===== src/rtl/spr_nested.sv =====
// spr_nested: special-purpose register file with a nested exception-context stack.
// Live registers SR/ESR/ECA/EPC/EDATA/PTO/PTL/MODE plus DEPTH-1 shadow contexts
// {ESR,ECA,EPC,EDATA,EMODE} so nested exceptions keep every saved context.
// Optional feature macro: SPR_READ_BYPASS_EN (same-cycle write-to-read forwarding on rd).
module spr_nested #(
    parameter int DW    = 32,
    parameter int MCA_W = 23,
    parameter int DEPTH = 4,
    parameter int DPW   = 3
) (
    input  logic           clk,
    input  logic           rst_n,
    input  logic           jisr,
    input  logic [MCA_W-1:0] mca,
    input  logic           rpt,
    input  logic [DW-1:0]  pc,
    input  logic [DW-1:0]  next_pc,
    input  logic [DW-1:0]  ea,
    input  logic           rfe,
    input  logic           we,
    input  logic [2:0]     wa,
    input  logic [DW-1:0]  wd,
    input  logic [2:0]     ra,
    output logic [DW-1:0]  rd,
    output logic [DW-1:0]  sr_out,
    output logic [DW-1:0]  esr_out,
    output logic [DW-1:0]  eca_out,
    output logic [DW-1:0]  epc_out,
    output logic [DW-1:0]  edata_out,
    output logic [DW-1:0]  pto,
    output logic [DW-1:0]  ptl,
    output logic           mode_out,
    output logic [DPW-1:0] depth_out,
    output logic           ovf
);

    // One saved exception context; the live E-registers use the same layout.
    typedef struct packed {
        logic [DW-1:0] esr;
        logic [DW-1:0] eca;
        logic [DW-1:0] epc;
        logic [DW-1:0] edata;
        logic          emode;
    } ctx_t;

    localparam logic [DPW-1:0] DEPTH_C = DPW'(DEPTH);

    logic [DW-1:0]  sr_q, sr_d;
    logic [DW-1:0]  pto_q, pto_d;
    logic [DW-1:0]  ptl_q, ptl_d;
    logic           mode_q, mode_d;
    logic [DPW-1:0] depth_q, depth_d;
    logic           ovf_q, ovf_d;
    ctx_t           ctx_q, ctx_d;
    ctx_t           shadow_q [DEPTH-1];
    ctx_t           shadow_d [DEPTH-1];

    // Next-state: jisr wins over rfe, rfe over software writes; losers are dropped.
    always_comb begin
        sr_d     = sr_q;
        pto_d    = pto_q;
        ptl_d    = ptl_q;
        mode_d   = mode_q;
        depth_d  = depth_q;
        ovf_d    = ovf_q;
        ctx_d    = ctx_q;
        shadow_d = shadow_q;
        if (jisr) begin
            // Live E-regs only hold a valid context once depth>=1; at full depth the
            // top is overwritten instead of pushed.
            if (depth_q != '0 && depth_q < DEPTH_C) begin
                for (int i = 0; i < DEPTH - 1; i++) begin
                    if (depth_q == DPW'(i + 1)) shadow_d[i] = ctx_q;
                end
            end
            ctx_d.esr   = sr_q;
            ctx_d.eca   = {{(DW - MCA_W){1'b0}}, mca};
            ctx_d.epc   = rpt ? pc : next_pc;
            ctx_d.edata = ea;
            ctx_d.emode = mode_q;
            sr_d        = '0;
            mode_d      = 1'b0;
            if (depth_q < DEPTH_C) depth_d = depth_q + DPW'(1);
            else                   ovf_d   = 1'b1;
        end else if (rfe) begin
            sr_d   = ctx_q.esr;
            mode_d = ctx_q.emode;
            if (depth_q >= DPW'(2)) begin
                for (int i = 0; i < DEPTH - 1; i++) begin
                    if (depth_q == DPW'(i + 2)) ctx_d = shadow_q[i];
                end
                depth_d = depth_q - DPW'(1);
            end else begin
                // depth 1 drops to 0 keeping E-regs; depth 0 stays 0 silently.
                depth_d = '0;
            end
        end else if (we) begin
            case (wa)
                3'd0:    sr_d        = wd;
                3'd1:    ctx_d.esr   = wd;
                3'd2:    ctx_d.eca   = wd;
                3'd3:    ctx_d.epc   = wd;
                3'd4:    ctx_d.edata = wd;
                3'd5:    pto_d       = wd;
                3'd6:    ptl_d       = wd;
                default: mode_d      = wd[0];
            endcase
        end
    end

    // State registers, cleared asynchronously.
    always_ff @(posedge clk or negedge rst_n) begin
        if (!rst_n) begin
            sr_q    <= '0;
            pto_q   <= '0;
            ptl_q   <= '0;
            mode_q  <= 1'b0;
            depth_q <= '0;
            ovf_q   <= 1'b0;
            ctx_q   <= '0;
            for (int i = 0; i < DEPTH - 1; i++) shadow_q[i] <= '0;
        end else begin
            sr_q     <= sr_d;
            pto_q    <= pto_d;
            ptl_q    <= ptl_d;
            mode_q   <= mode_d;
            depth_q  <= depth_d;
            ovf_q    <= ovf_d;
            ctx_q    <= ctx_d;
            shadow_q <= shadow_d;
        end
    end

    // Read port: registered value, optionally forwarded from a same-cycle write.
    always_comb begin
        case (ra)
            3'd0:    rd = sr_q;
            3'd1:    rd = ctx_q.esr;
            3'd2:    rd = ctx_q.eca;
            3'd3:    rd = ctx_q.epc;
            3'd4:    rd = ctx_q.edata;
            3'd5:    rd = pto_q;
            3'd6:    rd = ptl_q;
            default: rd = {{(DW - 2){1'b0}}, ctx_q.emode, mode_q};
        endcase
`ifdef SPR_READ_BYPASS_EN
        if (we && !jisr && !rfe && wa == ra) begin
            if (ra == 3'd7) rd = {{(DW - 2){1'b0}}, ctx_q.emode, wd[0]};
            else            rd = wd;
        end
`endif
    end

    assign sr_out    = sr_q;
    assign esr_out   = ctx_q.esr;
    assign eca_out   = ctx_q.eca;
    assign epc_out   = ctx_q.epc;
    assign edata_out = ctx_q.edata;
    assign pto       = pto_q;
    assign ptl       = ptl_q;
    assign mode_out  = mode_q;
    assign depth_out = depth_q;
    assign ovf       = ovf_q;

endmodule

===== config.mk =====
export PLATFORM = sky130hd
export DESIGN_NAME = spr_nested
export DESIGN_NICKNAME = d
export VERILOG_FILES = /design/src/rtl/spr_nested.sv
export SDC_FILE = /design/constraint.sdc
export NUM_CORES = 1
export LEC_CHECK = 0
export CAP_MARGIN = 0
export CORE_ASPECT_RATIO = 0.8
export CORE_MARGIN = 2
export CORE_UTILIZATION = 55
export CTS_CLUSTER_SIZE = 25
export DETAILED_ROUTE_END_ITERATION = 8
export PLACE_DENSITY = 0.84
export SLEW_MARGIN = 10
export SYNTH_ARGS = -nofsm -noshare
export SYNTH_HDL_FRONTEND = slang
export SYNTH_SLANG_ARGS = --single-unit

===== constraint.sdc =====
create_clock -name clk -period 2.4 [get_ports clk]
set_input_delay 0.24 -clock clk [delete_from_list [all_inputs] [get_ports clk]]
set_output_delay 0.24 -clock clk [all_outputs]
set_load 0.02 [all_outputs]

* Yosys cells after proc, flatten, opt, wreduce, memory -nomap -nowiden
Index checks and enable logic that the tools add are counted.
Storage, ports and cells: register bits 617, latch bits 0, memory bits (writable) 0, ROM bits 0, input port bits 163, output and inout bits 261, logic and storage cells 107, memories kept 0
Cells by class: $add $sub $neg 2, $mul 0, div/mod/pow operators 0, $lt $le $gt $ge 2, eq/ne operators 20, shift-type cells 0, muxes and demuxes 26, bitwise gates (word level) 3, reduce and logical (&&, ||, !) cells 28
Operator list (count):
- $mux 129 | 5
- $mux 32 | 9
- $mux 128 | 2
- $pmux 32 s7 | 1
- $reduce_and 4->1 | 6
- $eq 3x3->1 const B | 7
- $reduce_bool 3->1 | 7
- $eq 3x2->1 const B | 6
- $mux 3 | 4
- $reduce_and 3->1 | 4
- $eq 3x1->1 const B | 3
- $reduce_and 2->1 | 4
- $reduce_or 7->1 | 1
- $logic_not 3->1 | 2
- $mux 1 | 5
- $ne 5x2->1 const B | 1
- $reduce_bool 2->1 | 2
- $reduce_bool 4->1 | 1
- $add 3x1->3 const B | 1
- $ge 3x2->1 const B | 1
- $lt 3x3->1 const B | 1
- $ne 3x1->1 const B | 1
- $ne 3x2->1 const B | 1
- $not 1->1 | 3
- 3 further kinds | 3

* Longest topological paths before layout
Gate-level depths: netlist (run 1).
depth after elaboration 7, mapped depth 10

* Worst setup path after synthesis (run 1)
Ideal clock, no wire load.
kind register -> register, start register depth_q[2], in the netlist depth_out[2], end register ctx_q[0] (netlist name), setup time 125 ps, arrival time 2078 ps, required time 2275 ps, slack 197 ps, stages on the path, launching flop included 9, buffers on the path 3, clock period less this slack 2203 ps, cell sequence dfrtp_1 > buf_4 > inv_1 > ha_1 > buf_2 > buf_2 > o311ai_1 > mux2_2 > mux2_2
On the way: longest elaborated chain between the ends 6, elaborated cells between the ends (all ways) 12, those cells by class 1 x order compare; 3 x eq/ne; 5 x mux; 3 x reduce/logical
RTL lines:
- start, declared | RTL line 52 | logic [DPW-1:0] depth_q, depth_d;
- start signal, assigned | RTL line 127 | depth_q <= depth_d;
- $eq 3x2->1 | RTL line 90 | if (depth_q == DPW'(i + 2)) ctx_d = shadow_q[i];
- $mux 129 (2 in a row) | RTL line 90
- $mux 129 | RTL line 88 | if (depth_q >= DPW'(2)) begin
- $mux 1 | RTL line 85 | end else if (rfe) begin
- $mux 129 | RTL line 68 | if (jisr) begin
- end signal, assigned | RTL line 129 | ctx_q <= ctx_d;
- end, declared | RTL line 54 | ctx_t ctx_q, ctx_d;
Several ways; a longest one is shown, not always the timed one. The select of a mux whose other input is x is not followed. A chain may end at the register's enable or synchronous reset.

* Worst setup path in the final report (run 1)
start register sr_q[28], in the netlist sr_out[28], end output rd[28]
On the way: longest elaborated chain between the ends 1
RTL lines:
- start, declared | RTL line 48 | logic [DW-1:0] sr_q, sr_d;
- start signal, assigned | RTL line 123 | sr_q <= sr_d;
- $pmux 32 s7 | RTL line 136 | case (ra)
- end, declared | RTL line 24 | output logic [DW-1:0] rd,
Every way passes these cells.

==> results of run 1 <==
==> cells in the final DEF (no fill, tap or decap), types with 5 or more instances in the layout <==
master / netlist / layout
mux2i_1: 64 / 64
a22o_1: 11 / 11
a221oi_1: 86 / 84
buf_4: 149 / 114
and3_1: 6 / 6
nor2_1: 59 / 59
clkdlybuf4s50_1: 0 / 384
mux2_2: 595 / 595
a211oi_1: 44 / 43
clkbuf_8: 0 / 11
buf_2: 96 / 6
o22ai_1: 9 / 8
a21oi_1: 66 / 66
clkinv_2: 0 / 11
dlygate4sd2_1: 0 / 17
a21o_1: 39 / 39
a31oi_1: 34 / 34
clkbuf_2: 0 / 6
dfrtp_1: 617 / 590
nor2b_1: 105 / 100
mux4_2: 13 / 13
nand2b_1: 43 / 43
inv_1: 39 / 39
o21ai_0: 65 / 65
a22oi_1: 29 / 28
dfrtp_2: 0 / 27
clkbuf_1: 47 / 16
clkbuf_16: 0 / 61
o221ai_1: 5 / 5
o31ai_1: 92 / 92
buf_12: 0 / 45
nand2_1: 194 / 194
==> logic make-up (layout without fill, tap and decap cells) <==
group                    after synthesis  in the layout
buffers and inverters                361            728
other                                  0              3
XOR/XNOR                               1              1
multiplexers                         676            676
AND/OR/NAND/NOR                      429            430
AO/OA/AOI/OAI                        498            498
flip-flops                           617            617
adder cells (fa/ha/maj)                6              6
==> layer usage <==
metal / track usage / vias up / share of wire / routed length [um]
li1: - / 9909 / - / -
met1: 0.445 / 12200 / 0.38 / 39200
met2: 0.521 / 1612 / 0.45 / 46200
met3: 0.0962 / 311 / 0.11 / 11400
met4: 0.169 / 0 / 0.050 / 5100
met5: 0 / - / 0 / 0
==> where the power goes <==
part,leakage (uW),switching (uW),total (uW),internal [uW]
clock network,0.000931,4140,9350,5210
logic,0.00856,6790,13100,6310
registers,0.00817,2790,16100,13400
==> flip-flops by register name, indices dropped and copies added (netlist names) <==
name	count
epc_out	32
shadow_q	387
esr_out	32
ctx_q	1
ptl	32
sr_out	32
ovf	1
depth_out	3
mode_out	1
pto	32
edata_out	32
eca_out	32
==> what timing repair did <==
| item | in CTS | in global routing |
|---|---|---|
| cloned | 0 | 1 |
| buffers inserted | 6 | 10 |
| hold buffers | 1 | 0 |
| pin swaps | 1 | 1 |
| endpoints found under the hold margin | 53 | 0 |
| resized for setup | 72 | 30 |
| setup endpoints to repair | 32 | 36 |
==> per-stage QoR <==
stage                     hold WS (ns)   TNS, ns
after floorplan                -0.0556         0
after global placement           0.274    -0.609
after detailed placement         0.278     -1.02
after CTS                       0.0386         0
after global routing            0.0568  -0.00131
final                           0.0626         0
==> layout make-up <==
| cell class | count | area (sq um) | share of cell area |
|---|---|---|---|
| Tap cell | 750 | 938 | 0.0248 |
| Sequential cell | 617 | 15500 | 0.408 |
| Clock inverter | 19 | 163 | 0.00429 |
| Inverter | 40 | 150 | 0.00396 |
| Multi-Input combinational cell | 1611 | 13500 | 0.357 |
| Antenna cell | 3 | 7.51 | 0.000198 |
| Timing Repair Buffer | 581 | 5910 | 0.156 |
| Clock buffer | 88 | 1740 | 0.0459 |
==> worst max-delay path by stage <==
| stage | end | depth (start not counted) |
|---|---|---|
| floorplan | ctx_q[0] | 8 |
| global placement | rd[5] | 7 |
| detailed placement | rd[5] | 7 |
| CTS | rd[16] | 5 |
| global route | rd[1] | 5 |
| finish | rd[28] | 4 |
==> flow_summary.ini, run 1 <==
[status]
status = finished clean

[power_and_ir_drop]
power_density_nw_per_um2 = 1020
p_leak_uw = 0.0177
ir_drop_uv = 632
total_power_uw = 38600

[cts]
clock-sinks = 617
clk_path_buf_depth = 3
clk_latency_ns = 0.64
clock-root-buffer = clkbuf_16
numCtsBuffers = 60
tritoncts = done
htreeDepth = 2
clk_pin_slew_worst_paths_ns = 0.07

[setup_path]
cp_slowest_cell = mux4_2
r2r_cells = 8
path_cells = mux4_2 > nand2_1 > o21ai_0 > dlygate4sd2_1
ff2ff_setup_slack_ns = 0.10
critPathRequiredTime_ns = 2.16
startpoint_type = register
crit_path_start = sr_out[28]
cp.arrival_ns = 2.12
crit_path_end_kind = output port
crit_type = reg -> out
path_delay_family = multiplexers
crit_fanout = 4
path_buf_inv = 1
r2r_end = eca_out[6]
slowest_delay_ns = 0.50
r2r_start = depth_out[1]

[synth]
synth_mux_area_frac = 0.247
synth_area_sq_um = 31100
yosysMostFrequentCell = dfrtp_1
avgSynthCellArea_sq_um = 12.0
ys.warnings.count = 0
synth.ff_latch_count = 617
yosysUniqueCellTypes = 56
synth-compound-area-share = 0.114
synth_area_leaders = dfrtp_1 (50%), mux2_2 (22%), buf_4 (3.6%)
synth_top_family_by_area = multiplexers
ys_seq_area_frac = 0.497
synth-xor-area-share = 0.000282
synthAdderAreaFrac = 0.00242
synth_commonest_cells = dfrtp_1 (617), mux2_2 (595), nand2_1 (194)
synth_top_area_share = 0.497
synthArstFlopShare = 1.00
synth-edff-count = 0
synth-simple-area-share = 0.0674
synth_top_area_cell = dfrtp_1
ys.flop_type = dfrtp_1
netlist_instances = 2588
synth_nets = 2757

[finish]
design_area_sq_um = 37900
fin_cells = 3709
design.final.nets = 3080
utilization = 0.683
fillers = 3770
area_growth_pct = 22.0
layout-drive-gt1-share = 0.317

[timing]
max_slew_margin = 0.550
skew_ns = 0.0163
min_period_ns = 2.36
final-hold-violation-count = 0
clock.fmax_ghz = 0.423
layout_setup_ws_ns = 0.0387
drv_slew = 0
worstMarginPinSlew_ns = 0.675
post-route-period-util = 0.984
setup_violations = 0

[route]
wire_per_inst_um = 27.5
drtAntennaViolNets = 0
viasPerCell = 6.47
first_pass_iters = 6
route.detailed.drc = 0
drt_iter0_markers = 3145
wirelength_um = 102000
vias = 24000

[global_routing]
grt_max_degree = 93
grtUsageTotal = 0.340
antenna_found_initial = 3
overflow = 0
grt_pass1_wl_um = 152000
first_global_vias = 24500

[placement]
dp_hpwl_um = 68500
routabilityCongestion = 0.918
placedCellCount = 3581
placement.cell_area_sq_um = 35800
dp_slack_ns = -0.170
portBuffers = 423

[die]
dieWidth_um = 270
die-area_sq_um = 58400
start_util = 0.560
core_sq_um = 55500
die-height_um = 217
pin_count = 424
num_rows = 77

[min_path]
hold-path-endpoint = sr_out[5]
hold_path.class = in -> reg
hold_path_depth = 2
hp-start = jisr

[flow_run]
cap_viol_max_count = 0
Note: power is estimated with default switching activity, not from simulation.
==> run 2, diff against run 1 <==
==> constraint.sdc (replaced) <==
create_clock -name clk -period 2.25 [get_ports clk]
set_input_delay 0.225 -clock clk [delete_from_list [all_inputs] [get_ports clk]]
set_output_delay 0.225 -clock clk [all_outputs]
set_load 0.02 [all_outputs]
==> flow_summary.ini, run 2 (synthesized netlist as in run 1, its figures left out) <==
[status]
status = finished, violations left
violations = negative setup slack

[cts]
clk_pin_slew_worst_paths_ns = 0.07
numCtsBuffers = 59
tritoncts = done
clock-root-buffer = clkbuf_16
htreeDepth = 2
clk_path_buf_depth = 3
clock-sinks = 617
clk_latency_ns = 0.63

[route]
vias = 24100
first_pass_iters = 8
viasPerCell = 6.39
wirelength_um = 102000
drtAntennaViolNets = 0
route.detailed.drc = 0
wire_per_inst_um = 27.1
drt_iter0_markers = 2759

[die]
start_util = 0.560
core_sq_um = 55500
die-height_um = 217
die-area_sq_um = 58400
dieWidth_um = 270
num_rows = 77
pin_count = 424

[power_and_ir_drop]
p_sw_uw = 14700
pwr-share-seq = 0.403
p_comb_frac = 0.357
clock_power_share = 0.240
power_density_nw_per_um2 = 1090
p_leak_uw = 0.0180
ir_drop_uv = 831
p_int_uw = 27300
swShare = 0.350

[timing]
worstMarginPinSlew_ns = 0.619
max_slew_margin = 0.587
layout_setup_ws_ns = -0.0915
post-route-period-util = 1.04
final-hold-violation-count = 0
skew_ns = 0.0174
rsz0062_at_grt = true
min_period_ns = 2.34
drv_slew = 0
setup_violations = 2
clock.fmax_ghz = 0.427

[setup_path]
crit_fanout = 2
ff2ff_setup_slack_ns = -0.01
r2r_cells = 9
crit_type = reg -> out
critPathRequiredTime_ns = 2.03
r2r_start = depth_out[0]
crit_path_end_kind = output port
r2r_end = eca_out[19]
cp.arrival_ns = 2.12
startpoint_type = register

[finish]
top_register = shadow_q
final_common_cell = mux2_2
final_cell_mix = mux2_2 (593), dfrtp_1 (577), clkdlybuf4s50_1 (384), nand2_1 (194), buf_4 (164)
largest_reg_flops = 387
multi_input_area_sq_um = 13600
design.final.nets = 3141
fillers = 3677
utilization = 0.695
area_growth_pct = 24.3
seq_area_sq_um = 15500
layout-drive-gt1-share = 0.344
design_area_sq_um = 38600

[placement]
dp_hpwl_um = 69600
routabilityCongestion = 0.906
placement.cell_area_sq_um = 36200
portBuffers = 423

[global_routing]
grt_pass1_wl_um = 152000
grtUsageTotal = 0.340
overflow = 0
antenna_found_initial = 4
first_global_vias = 24800
grt_max_degree = 91

[flow_run]
cap_viol_max_count = 0

[min_path]
hold_path.class = in -> async
==> run 2: area by class of cell <==
cell class                      instances  area share
Clock inverter                         13     0.00467
Multi-Input combinational cell       1610       0.352
Sequential cell                       617       0.401
Antenna cell                            3    0.000195
Inverter                               40     0.00389
Tap cell                              750      0.0243
Timing Repair Buffer                  644       0.168
Clock buffer                           90      0.0454
==> run 2: worst max path at each step <==
| stage | from | endpoint | slack [ns] | depth (start not counted) |
|---|---|---|---|---|
| global route | eca_out[1] | rd[1] | -0.13 | 5 |
| floorplan | depth_out[2] | ctx_q[0] | 0.05 | 8 |
| global placement | ra[1] | rd[30] | -0.12 | 8 |
| CTS | ptl[1] | rd[1] | -0.07 | 5 |
| detailed placement | ra[1] | rd[29] | -0.19 | 8 |
| finish | eca_out[1] | rd[1] | -0.09 | 5 |
==> run 2: critical path: stages (launching register included) <==
cell	delay, ns
dfrtp_1	0.40
mux2_2	0.27
a32o_2	0.25
a221oi_2	0.22
o22ai_2	0.18
buf_6	0.17
==> run 2: through the flow <==
| stage | hold WS (ns) | setup WS (ns) | TNS [ns] | std cells | power [uW] |
|---|---|---|---|---|---|
| global route | 0.172 | -0.134 | -0.189 | 3765 | 43600 |
| floorplan | -0.0706 | 0.0469 | 0 | 2588 | 25000 |
| CTS | 0.150 | -0.0722 | -0.0722 | 3742 | 41300 |
| detailed placement | 0.206 | -0.188 | -1.44 | 3612 | 31100 |
| finish | 0.149 | -0.0915 | -0.104 | 3767 | 42100 |
| global placement | 0.198 | -0.118 | -0.785 | 3612 | 30300 |
==> run 2: metal layers <==
layer	wire [um]	track usage	vias to the layer above
met5	13	0	-
met4	4730	0.157	2
met3	11600	0.102	308
met2	46600	0.526	1504
met1	39200	0.443	12200
li1	-	-	10000
==> run 2: power groups by stage <==
| stage | Sequential [uW] | Clock [uW] | Combinational (uW) |
|---|---|---|---|
| 2_1_floorplan | 16400 | 0 | 8570 |
| 3_3_place_gp | 16700 | 0 | 13600 |
| 3_5_place_dp | 17000 | 0 | 14000 |
| 4_1_cts | 16800 | 10100 | 14400 |
| 5_1_grt | 17200 | 10600 | 15800 |
| 6_report | 16900 | 10100 | 15000 |
==> run 2: timing repair <==
action	4_1_cts	5_1_grt
buffers inserted	25	19
endpoints found under the setup margin	32	74
gates resized for setup	129	59
hold endpoints to repair	151	0
cloned	0	3
pin swaps	0	5
hold buffers	2	0
